`config.mk`:
```
export PLATFORM = sky130hd
export DESIGN_NAME = ram_fifo_ctrl
export DESIGN_NICKNAME = d
export VERILOG_FILES = /design/src/rtl/ram_fifo_pkg.sv /design/src/rtl/ram_fifo_skid.sv /design/src/rtl/ram_fifo_ctrl.sv
export SDC_FILE = /design/constraint.sdc
export NUM_CORES = 1
export LEC_CHECK = 0
export BUFFER_PORTS_ARGS = -buffer_cell sky130_fd_sc_hd__buf_4
export CELL_PAD_IN_SITES_DETAIL_PLACEMENT = 1
export CELL_PAD_IN_SITES_GLOBAL_PLACEMENT = 1
export CORE_MARGIN = 1.5
export CORE_UTILIZATION = 41
export CTS_CLUSTER_DIAMETER = 50
export DETAILED_ROUTE_END_ITERATION = 8
export PLACE_DENSITY_LB_ADDON = 0.1
export SLEW_MARGIN = 20
export SYNTH_ARGS = -nofsm -noshare
export SYNTH_HDL_FRONTEND = slang
export SYNTH_HIERARCHICAL = 1
export SYNTH_SLANG_ARGS = --single-unit
```
`constraint.sdc`:
```
create_clock -name clk -period 11.2 [get_ports clk]
set_input_delay 0.56 -clock clk [delete_from_list [all_inputs] [get_ports clk]]
set_output_delay 0.56 -clock clk [all_outputs]
set_load 0.01 [all_outputs]
```
`src/rtl/ram_fifo_pkg.sv`:
```
// ---------------------------------------------------------------------------
// ram_fifo_pkg
//   Shared types and defaults for the RAM-backed FIFO controller.
//   - buf_state_e : occupancy of the 2-entry output skid buffer. The encoding
//                   is chosen to equal the entry count.
//   - AW_DEFAULT / DW_DEFAULT : default RAM address and data widths.
//   - buf_count() : entry count held in a given skid state.
// ---------------------------------------------------------------------------
package ram_fifo_pkg;

  localparam int AW_DEFAULT = 8;
  localparam int DW_DEFAULT = 32;

  typedef enum logic [1:0] {
    BUF_EMPTY = 2'd0,
    BUF_ONE   = 2'd1,
    BUF_TWO   = 2'd2
  } buf_state_e;

  function automatic logic [1:0] buf_count(input buf_state_e s);
    return s;
  endfunction

endpackage

```
`src/rtl/ram_fifo_skid.sv`:
```
// ---------------------------------------------------------------------------
// ram_fifo_skid
//   Two-entry output skid buffer that absorbs RAM read data so the read
//   pipeline never has to be stalled mid-flight. entry0 is always the head.
//
// Ports
//   clk, rst      : clock, asynchronous active-high reset
//   capture       : capture_data is valid this cycle (RAM read returning)
//   capture_data  : RAM read data
//   ready         : downstream accepts the head entry
//   valid, data   : head entry valid / value
//   count         : entries currently held (0..2)
// ---------------------------------------------------------------------------
module ram_fifo_skid
  import ram_fifo_pkg::*;
#(
  parameter int DW = DW_DEFAULT
) (
  input  logic          clk,
  input  logic          rst,
  input  logic          capture,
  input  logic [DW-1:0] capture_data,
  input  logic          ready,
  output logic          valid,
  output logic [DW-1:0] data,
  output logic [1:0]    count
);

  buf_state_e    state, state_next;
  logic [DW-1:0] entry0, entry1;
  logic          pop;

  assign pop = valid & ready;

  // NOTE: sequential state uses non-blocking (<=) so every register samples
  // the pre-edge value of every other register, regardless of block order.
  always_ff @(posedge clk or posedge rst) begin
    if (rst) state <= BUF_EMPTY;
    else     state <= state_next;
  end

  // NOTE: state_next gets a default before the case so no path leaves it
  // unassigned; otherwise a latch would be inferred.
  always_comb begin
    state_next = state;
    unique case (state)
      BUF_EMPTY: if (capture) state_next = BUF_ONE;
      BUF_ONE: begin
        if (capture && !pop)      state_next = BUF_TWO;
        else if (!capture && pop) state_next = BUF_EMPTY;
      end
      BUF_TWO:   if (pop && !capture) state_next = BUF_ONE;
      default:   state_next = BUF_EMPTY;
    endcase
  end

  // NOTE: the data entries are qualified by the reset state register, so they
  // carry no reset; a stale value is never observable.
  always_ff @(posedge clk) begin
    unique case (state)
      BUF_EMPTY: if (capture) entry0 <= capture_data;
      BUF_ONE: begin
        if (capture && pop) entry0 <= capture_data;
        else if (capture)   entry1 <= capture_data;
      end
      BUF_TWO: begin
        // A capture while full is only possible alongside a pop; the read
        // issue logic guarantees it.
        if (pop) begin
          entry0 <= entry1;
          if (capture) entry1 <= capture_data;
        end
      end
      default: ;
    endcase
  end

  assign valid = (state != BUF_EMPTY);
  assign data  = entry0;
  assign count = buf_count(state);

endmodule

```
`src/rtl/ram_fifo_ctrl.sv`:
```
// ---------------------------------------------------------------------------
// ram_fifo_ctrl
//   FIFO controller around an external dual-port RAM with a registered read
//   port. Port A is write-only (pushes), port B is read-only (prefetch into a
//   2-entry skid buffer). Sustains one push and one pop per clock.
//
// Parameters
//   AW, DW              : RAM address / data width; depth is 2**AW
//   AFULL_TH, AEMPTY_TH : almost-full / almost-empty thresholds
//                         (only with RAM_FIFO_LEVEL_EN)
//
// Ports
//   clk, rst                    : clock, asynchronous active-high reset
//   inValid, inReady, inData    : push handshake
//   outValid, outReady, outData : pop handshake
//   level                       : RAM entries + read in flight + skid entries
//   aEn, aWrite, aAddr, aWriteData          : RAM port A (write)
//   bEn, bWrite, bAddr, bWriteData, bReadData : RAM port B (read, data valid
//                                               the cycle after the bEn edge)
//   almostFull, almostEmpty     : registered level flags
//                                 (only with RAM_FIFO_LEVEL_EN)
//
// Build option: define RAM_FIFO_LEVEL_EN to add the almost-full/empty flags.
// ---------------------------------------------------------------------------
module ram_fifo_ctrl
  import ram_fifo_pkg::*;
#(
  parameter int AW = AW_DEFAULT,
  parameter int DW = DW_DEFAULT
`ifdef RAM_FIFO_LEVEL_EN
  ,
  parameter int AFULL_TH  = (1 << AW) - 4,
  parameter int AEMPTY_TH = 4
`endif
) (
  input  logic          clk,
  input  logic          rst,
  input  logic          inValid,
  output logic          inReady,
  input  logic [DW-1:0] inData,
  output logic          outValid,
  input  logic          outReady,
  output logic [DW-1:0] outData,
  output logic [AW+1:0] level,
  output logic          aEn,
  output logic          aWrite,
  output logic [AW-1:0] aAddr,
  output logic [DW-1:0] aWriteData,
  output logic          bEn,
  output logic          bWrite,
  output logic [AW-1:0] bAddr,
  output logic [DW-1:0] bWriteData,
  input  logic [DW-1:0] bReadData
`ifdef RAM_FIFO_LEVEL_EN
  ,
  output logic          almostFull,
  output logic          almostEmpty
`endif
);

  localparam int              LW      = AW + 2;
  localparam logic [AW-1:0]   PTR_ONE = AW'(1);
  localparam logic [AW:0]     CNT_ONE = (AW + 1)'(1);

  logic [AW-1:0] wr_ptr, rd_ptr;
  logic [AW:0]   ram_count;
  logic          in_flight;
  logic          push, pop, rd_issue;
  logic [1:0]    skid_count;

  // Full when the MSB of the count is set (count == DEPTH). A pop does not
  // free RAM space, so it cannot raise inReady in the same cycle.
  assign inReady = !rst && !ram_count[AW];
  assign push    = inValid && inReady;
  assign pop     = outValid && outReady;

  // Issue a read only if the skid buffer can absorb it. Counting this cycle's
  // pop as free space is what keeps the read stream going at one per cycle.
  // ram_count is registered, so a word written at edge E is first read at E+1,
  // and the two ports never touch the same address in one cycle.
  assign rd_issue = (ram_count != '0)
                 && ((3'(skid_count) + 3'(in_flight)) < (3'd2 + 3'(pop)));

  always_ff @(posedge clk or posedge rst) begin
    if (rst) begin
      wr_ptr    <= '0;
      rd_ptr    <= '0;
      ram_count <= '0;
      in_flight <= 1'b0;
    end else begin
      if (push)     wr_ptr <= wr_ptr + PTR_ONE;
      if (rd_issue) rd_ptr <= rd_ptr + PTR_ONE;
      if (push && !rd_issue)      ram_count <= ram_count + CNT_ONE;
      else if (!push && rd_issue) ram_count <= ram_count - CNT_ONE;
      // Cleared by reset, so read data returning after a reset is ignored.
      in_flight <= rd_issue;
    end
  end

  assign aEn        = push;
  assign aWrite     = push;
  assign aAddr      = wr_ptr;
  assign aWriteData = inData;

  assign bEn        = rd_issue;
  assign bWrite     = 1'b0;
  assign bAddr      = rd_ptr;
  assign bWriteData = '0;

  ram_fifo_skid #(.DW(DW)) u_skid (
    .clk          (clk),
    .rst          (rst),
    .capture      (in_flight),
    .capture_data (bReadData),
    .ready        (outReady),
    .valid        (outValid),
    .data         (outData),
    .count        (skid_count)
  );

  assign level = LW'(ram_count) + LW'(in_flight) + LW'(skid_count);

`ifdef RAM_FIFO_LEVEL_EN
  // Reads only move entries between stages, so only push/pop change the total.
  logic [AW+1:0] level_next;
  assign level_next = level + LW'(push) - LW'(pop);

  always_ff @(posedge clk or posedge rst) begin
    if (rst) begin
      almostFull  <= 1'b0;
      almostEmpty <= 1'b1;
    end else begin
      almostFull  <= (level_next >= LW'(AFULL_TH));
      almostEmpty <= (level_next <= LW'(AEMPTY_TH));
    end
  end
`endif

endmodule
```
After elaboration in Yosys (flattened, before gate mapping)
Cells that the tools add are included.
{ "op_classes": {"add_sub_neg": 8, "order_cmp": 1, "n_eq_ne": 8, "mux": 15, "bitwise_logic": 1, "n_reduce_logical": 24} }
{ "op_table": {"columns": ["operator", "n"], "rows": [
  ["32-bit two-way mux", 6],
  ["32-bit one-hot mux with 3 select lines", 1],
  ["32-bit one-hot mux with 2 select lines", 1],
  ["9-bit two-way mux", 2],
  ["8-bit by 1-bit adder with 8-bit output, second input constant", 2],
  ["10-bit by 2-bit adder with 10-bit output", 1],
  ["9-bit by 1-bit adder with 10-bit output", 1],
  ["9-bit by 1-bit adder with 9-bit output, second input constant", 1],
  ["1-bit logical AND", 9],
  ["9-bit nonzero test", 1],
  ["9-bit by 1-bit subtractor with 9-bit output, second input constant", 1],
  ["2-bit two-way mux", 4],
  ["1-bit zero test", 6],
  ["2-bit by 1-bit inequality test with 1-bit output, second input constant", 3],
  ["2-bit one-hot mux with 3 select lines", 1],
  ["3-bit AND reduction", 2],
  ["2-bit nonzero test", 3],
  ["2-bit inequality test, second input constant", 2],
  ["4-bit AND reduction", 1],
  ["2-bit by 1-bit adder with 3-bit output", 1],
  ["2-bit by 1-bit adder with 3-bit output, first input constant", 1],
  ["3-bit < comparator", 1],
  ["3-bit by 1-bit inequality test with 1-bit output, second input constant", 1],
  ["3-bit nonzero test", 1],
  ["4 further kinds", 4]
]} }
{ "word_totals": {"reg_bits": 92, "input_bits": 68, "output_inout_bits": 128, "word_cells": 64} }

Depth between registers and ports, before layout
{ "logic_depth": {"depth_word": 8, "ltp_mapped": 12} }

By module
Netlist, hierarchy kept.
{ "by_module_without_submodules": {"columns": ["module", "instances", "cells_per_inst", "area_per_inst_um2"], "rows": [
  ["ram_fifo_skid", 1, 121, 2635.0],
  ["ram_fifo_ctrl", 1, 241, 2235.9]
]} }

Worst setup path before layout
No wires, ideal clock.
{ "synth_timing": {"kind": "register to register", "start": "register u_skid.state[1] (netlist: u_skid/count[1])", "end": "register u_skid.entry0[0] (netlist: u_skid/data[0]), enable pin", "setup_ns": 0.466, "t_arrival_ns": 3.050, "required_time_ns": 10.734, "slack_ns": 7.684, "path_stages_with_launch": 4, "n_path_buf": 0, "path_cell_list": "dfrtp_1 and2b_2 a21oi_1 o21ai_0"} }
{ "synth_via": {"elab_chain_len": 5, "elab_cells_between_ends": 11} }
{ "synth_rtl": {"columns": ["element", "line", "source"], "rows": [
  ["from (decl)", "ram_fifo_skid.sv:29", "buf_state_e state, state_next;"],
  ["from (signal assigned)", "ram_fifo_skid.sv:39", "else state <= state_next;"],
  ["2-bit nonzero test", "ram_fifo_skid.sv:78", "assign valid = (state != BUF_EMPTY);"],
  ["1-bit AND", "ram_fifo_skid.sv:33", "assign pop = valid & ready;"],
  ["1-bit logical AND", "ram_fifo_skid.sv:63", "if (capture && pop) entry0 <= capture_data;"],
  ["2-bit by 1-bit inequality test with 1-bit output (no source line)", null, null],
  ["4-bit AND reduction (no source line) *", null, null],
  ["to (signal assigned)", "ram_fifo_skid.sv:61", "BUF_EMPTY: if (capture) entry0 <= capture_data;"],
  ["to (signal assigned)", "ram_fifo_skid.sv:63", null],
  ["to (signal assigned)", "ram_fifo_skid.sv:70", "entry0 <= entry1;"],
  ["to (decl)", "ram_fifo_skid.sv:30", "logic [DW-1:0] entry0, entry1;"]
]} }
Mark *: on every way between the ends. The rest lies on a longest branch, timed or not.
A chain may end at the register's enable or synchronous reset.

Final worst setup path
{ "layout_timing": {"start": "register u_skid.state[0] (netlist: u_skid/count[0])", "end": "register ram_count[8]"} }
{ "layout_via": {"elab_chain_len": 8, "elab_cells_between_ends": 11} }
{ "layout_rtl": {"columns": ["element", "line", "source"], "rows": [
  ["2-bit nonzero test", "ram_fifo_skid.sv:78", null],
  ["1-bit logical AND", "ram_fifo_ctrl.sv:75", "assign pop = outValid && outReady;"],
  ["2-bit by 1-bit adder with 3-bit output", "ram_fifo_ctrl.sv:82", "&& ((3'(skid_count) + 3'(in_flight)) < (3'd2 + 3'(pop)));"],
  ["3-bit < comparator *", "ram_fifo_ctrl.sv:82", null],
  ["1-bit logical AND *", "ram_fifo_ctrl.sv:82", null],
  ["1-bit zero test", "ram_fifo_ctrl.sv:93", "if (push && !rd_issue) ram_count <= ram_count + CNT_ONE;"],
  ["1-bit logical AND", "ram_fifo_ctrl.sv:93", null],
  ["9-bit two-way mux or 2-bit nonzero test (tied branches)", null, null],
  ["to (signal assigned)", "ram_fifo_ctrl.sv:93", null],
  ["to (signal assigned)", "ram_fifo_ctrl.sv:94", "else if (!push && rd_issue) ram_count <= ram_count - CNT_ONE;"],
  ["to (decl)", "ram_fifo_ctrl.sv:66", "logic [AW:0] ram_count;"]
]} }
Marks and branches as above.

==> flow_summary.html <==
<table>
<tr><th>Metric</th><th>Value</th></tr>
<tr><th colspan="2">Routing</th></tr>
<tr><td>First DRT Iteration DRCs</td><td>~140</td></tr>
<tr><td>Wire length reported by the detailed router</td><td>9570 µm</td></tr>
<tr><td>Drt via density</td><td>between 4 and 5</td></tr>
<tr><td>DRC violation count after routing</td><td>14</td></tr>
<tr><td>Average detailed-routed wire length per instance</td><td>approximately 17 µm</td></tr>
<tr><td>Vias</td><td>around 2.8k</td></tr>
<tr><td>Post-detailed-route count of antenna-violating nets</td><td>0</td></tr>
<tr><td>First-pass iteration count of the detailed router</td><td>6</td></tr>
<tr><th colspan="2">Setup path</th></tr>
<tr><td>Worst Setup End Kind</td><td>flop</td></tr>
<tr><td>Largest incremental delay on the critical path</td><td>0.59 ns</td></tr>
<tr><td>Most numerous cell on the critical path</td><td>sky130_fd_sc_hd__ha_1</td></tr>
<tr><td>Required time at the worst-slack endpoint</td><td>~11 ns</td></tr>
<tr><td>Critical path's slowest cell</td><td>sky130_fd_sc_hd__dfrtp_1</td></tr>
<tr><td>Chain of cells forming the critical path</td><td>ha_1, nand3b_1, a21oi_1, o41ai_4, ha_1, inv_1, ha_1, nor2b_1, o31a_1, o21a_1, a211o_1, o311ai_0</td></tr>
<tr><td>Critical path class</td><td>reg2reg</td></tr>
<tr><td>Worst endpoint data arrival time</td><td>approximately 3.7 ns</td></tr>
<tr><td>Maximum fanout along the worst path</td><td>10</td></tr>
<tr><td>Type of origin of the critical path</td><td>flop</td></tr>
<tr><th colspan="2">Final layout</th></tr>
<tr><td>Share of cells above drive strength 1</td><td>0.365</td></tr>
<tr><td>Final cell count without fillers</td><td>579</td></tr>
<tr><td>Area growth from synthesis to layout</td><td>15.4%</td></tr>
<tr><td>Antenna cells</td><td>0</td></tr>
<tr><td>Net count of the finished layout</td><td>516</td></tr>
<tr><th colspan="2">Synth</th></tr>
<tr><td>Count of synthesis-stage warnings from yosys</td><td>6</td></tr>
<tr><td>Post-synthesis compound-gate area fraction</td><td>0.0516</td></tr>
<tr><td>Post-synthesis mux area share</td><td>0.101</td></tr>
<tr><td>Gate Count Post-Synth</td><td>between 300 and 400</td></tr>
<tr><td>Flops &amp; latches, synth</td><td>92</td></tr>
<tr><td>Number of flops mapped to enable cells by yosys</td><td>64</td></tr>
<tr><td>Largest family of logic cells by synthesized area</td><td>buffers and inverters</td></tr>
<tr><td>Fraction of synthesized cell area in xor and xnor cells</td><td>0.0485</td></tr>
<tr><td>Post-synth design cell area</td><td>just under 5000 µm²</td></tr>
<tr><td>Part of the Yosys area used for sequential elements</td><td>0.538</td></tr>
<tr><td>Synthesized area per cell</td><td>approximately 13 µm²</td></tr>
<tr><td>Leading register cell type out of synthesis</td><td>sky130_fd_sc_hd__edfxtp_1</td></tr>
<tr><td>Simple-gate area share of the yosys netlist</td><td>0.0755</td></tr>
<tr><td>Arithmetic-cell share of the synthesized area counting full adders, half adders and majority gates</td><td>0.0483</td></tr>
<tr><td>Fraction of registers with async set or reset after synthesis</td><td>0.304</td></tr>
<tr><td>Distinct cell type count after synthesis</td><td>53</td></tr>
<tr><th colspan="2">Timing</th></tr>
<tr><td>Headroom to the max-slew limit</td><td>0.287</td></tr>
<tr><td>Max-slew violation count</td><td>0</td></tr>
<tr><td>Accumulated negative setup slack</td><td>0 ns</td></tr>
<tr><td>Setup violations, final</td><td>0</td></tr>
<tr><td>Highest achievable clock rate</td><td>~290 MHz</td></tr>
<tr><td>Part of the cycle the worst path needs</td><td>0.309</td></tr>
<tr><td>Layout Skew</td><td>roughly 0.0068 ns</td></tr>
<tr><td>Unrepaired setup endpoints after global routing</td><td>no</td></tr>
<tr><td>Final number of hold-violating endpoints</td><td>0</td></tr>
<tr><td>Worst Hold Margin</td><td>approximately 0.12 ns</td></tr>
<tr><td>Post-layout minimum cycle time</td><td>between 3 and 4 ns</td></tr>
<tr><td>Worst Tran Pin Value</td><td>about 1.1 ns</td></tr>
<tr><th colspan="2">Global routing</th></tr>
<tr><td>Via count of the first global-routing pass</td><td>2896</td></tr>
<tr><td>Largest net degree at the start of global routing</td><td>33</td></tr>
<tr><td>Global router's overall resource usage</td><td>0.156</td></tr>
<tr><td>Number of antenna violations at the first check in global routing</td><td>0</td></tr>
<tr><td>Total congestion overflow after global routing</td><td>0</td></tr>
<tr><td>First-pass GRT wire length</td><td>15100 µm</td></tr>
<tr><th colspan="2">Placed design</th></tr>
<tr><td>HPWL after detailed placement</td><td>6940 µm</td></tr>
<tr><td># port buffers</td><td>a little under 100</td></tr>
<tr><td>Placer Congestion</td><td>0.793</td></tr>
<tr><td>Placed Instances</td><td>563</td></tr>
<tr><th colspan="2">Power</th></tr>
<tr><td>Standby leakage power</td><td>0.00242 µW</td></tr>
<tr><td>Max IR drop VDD</td><td>108 µV</td></tr>
<tr><td>Power density over the cells</td><td>~300 nW/µm²</td></tr>
<tr><td>Final Total Pwr</td><td>approximately 1700 µW</td></tr>
<tr><th colspan="2">Clock tree</th></tr>
<tr><td>Clock Latency Late Sink</td><td>about 0.34 ns</td></tr>
<tr><td># Post-CTS Setup Buffers</td><td>0</td></tr>
<tr><td>CTS clk-pin slew, worst paths</td><td>around 0.070 ns</td></tr>
<tr><td>Num CTS Buffers</td><td>9</td></tr>
<tr><td>Maximum buffer depth of the clock tree</td><td>2</td></tr>
<tr><td>Number of hold buffers added after CTS</td><td>0</td></tr>
<tr><td>H-Tree Level Count</td><td>3</td></tr>
<tr><td>Number of instances resized during post-cts repair</td><td>0</td></tr>
<tr><td>TritonCTS sink count</td><td>92</td></tr>
<tr><td>Clock tree from TritonCTS</td><td>done</td></tr>
<tr><td>Root buffer selected by CTS</td><td>sky130_fd_sc_hd__clkbuf_16</td></tr>
<tr><th colspan="2">Floorplan</th></tr>
<tr><td>Row count</td><td>39</td></tr>
<tr><td>Starting Density</td><td>0.423</td></tr>
<tr><td># IOs</td><td>slightly below 200</td></tr>
<tr><td>Total Die Area</td><td>roughly 13000 µm²</td></tr>
<tr><td>Vertical die dimension</td><td>112 µm</td></tr>
<tr><td>Die Span X</td><td>roughly 110 µm</td></tr>
<tr><td>Placeable core region</td><td>11500 µm²</td></tr>
<tr><th colspan="2">Run status</th></tr>
<tr><td>Failing checks</td><td>design-rule violations</td></tr>
<tr><td>Run status</td><td>complete, but fails checks</td></tr>
<tr><th colspan="2">Worst hold path</th></tr>
<tr><td>Worst min path class</td><td>in2async</td></tr>
<tr><th colspan="2">Job</th></tr>
<tr><td>Max-cap violation count</td><td>0</td></tr>
</table>
## power by group
| group | internal [µW] | switching (µW) | leakage (µW) |
|---|---|---|---|
| Sequential | 524 | 100 | 0.000957 |
| Clock | 174 | 130 | 0.000144 |
| Combinational | 357 | 394 | 0.00132 |
## flip-flops by register name, indices dropped and copies added (netlist names)
name           flops
bAddr              8
ram_count          9
aAddr              8
u_skid/data       32
u_skid/count       2
in_flight          1
u_skid/entry1     32
## layout make-up
cell class,instances,area [µm²]
Clock inverter,7,72.6
Timing Repair Buffer,100,751
Multi-Input combinational cell,215,1720
Sequential cell,92,2620
Tap cell,143,179
Inverter,13,51.3
Clock buffer,9,225
Fill cell,1210,5890
## layout by cell type, fill, tap and decap left out, types with 5 or more instances in the layout
master	count
sky130_fd_sc_hd__buf_4	100
sky130_fd_sc_hd__nand2_1	25
sky130_fd_sc_hd__xnor2_1	15
sky130_fd_sc_hd__ha_1	14
sky130_fd_sc_hd__xor2_1	12
sky130_fd_sc_hd__inv_1	11
sky130_fd_sc_hd__clkbuf_16	9
sky130_fd_sc_hd__mux2_4	29
sky130_fd_sc_hd__a21oi_1	8
sky130_fd_sc_hd__conb_1	33
sky130_fd_sc_hd__o21ai_0	6
sky130_fd_sc_hd__nor3_1	5
sky130_fd_sc_hd__nand3_1	5
sky130_fd_sc_hd__o21a_1	5
sky130_fd_sc_hd__dfrtp_1	28
sky130_fd_sc_hd__edfxtp_1	64
sky130_fd_sc_hd__nor2_1	9
## metrics by stage
stage / setup WS (ns) / utilization / area [µm²]
final: 7.74 / 0.488 / 5620
after global routing: 7.43 / 0.488 / 5620
after CTS: 7.70 / 0.488 / 5620
after detailed placement: 7.74 / 0.462 / 5330
after global placement: 7.82 / 0.462 / 5330
after floorplan: 7.68 / - / 4990
## critical path, delay by kind of cell (launching register included)
| kind | cells | cell delay, ns |
|---|---|---|
| AO/OA/AOI/OAI | 6 | 1.29 |
| adder cells (fa/ha/maj) | 3 | 0.93 |
| flip-flops | 1 | 0.59 |
| AND/OR/NAND/NOR | 2 | 0.32 |
| buffers and inverters | 1 | 0.23 |
## synthesized netlist by cell type, drive strengths merged, types with 2 or more instances
cell type / instances / share of area
or3: 3 / 0.0039
nor4: 2 / 0.0039
nor3: 5 / 0.0051
nand3: 5 / 0.0051
buf: 71 / 0.12
mux2: 33 / 0.099
dfrtp: 28 / 0.14
and3: 2 / 0.0026
nor2: 9 / 0.0069
inv: 13 / 0.011
nor2b: 3 / 0.0044
xor2: 12 / 0.022
fa: 3 / 0.012
o21a: 5 / 0.0077
xnor2: 15 / 0.027
edfxtp: 64 / 0.39
a21oi: 8 / 0.0082
clkbuf: 2 / 0.0015
nor3b: 3 / 0.0069
ha: 14 / 0.036
nand2b: 3 / 0.0039
o211ai: 4 / 0.0062
and4: 2 / 0.0039
o21ai: 7 / 0.0072
nand2: 25 / 0.019
nand4: 3 / 0.0039
## metal layers
layer  track usage  wire, µm
met4        0.0582       123
met3        0.0463       593
met5             0         0
met2         0.252      4660
met1         0.199      4200
## path summary, 6_finish.rpt
kind                                 start           endpoint  slack, ns  depth (start not counted)
max reg2reg                u_skid/count[0]       ram_count[8]       7.74                         12
min                                    rst    u_skid/count[1]       0.12                          2
max                        u_skid/count[0]       ram_count[8]       7.74                         12
min reg2reg                       aAddr[7]           aAddr[7]       0.47                          1
min in group clk             bReadData[31]  u_skid/entry1[31]       0.41                          1
max in group asynchronous              rst           aAddr[6]      10.50                          2
## kinds of logic after synthesis
logic type,after synthesis
buffers and inverters,87
muxes,34
and+or+nand+nor,69
AOI/OAI and AO/OA,35
xor gates and xnor gates,27
adders and majority gates,17
DFF,92
other,1
No activity file was read; power rests on OpenSTA's default activity.
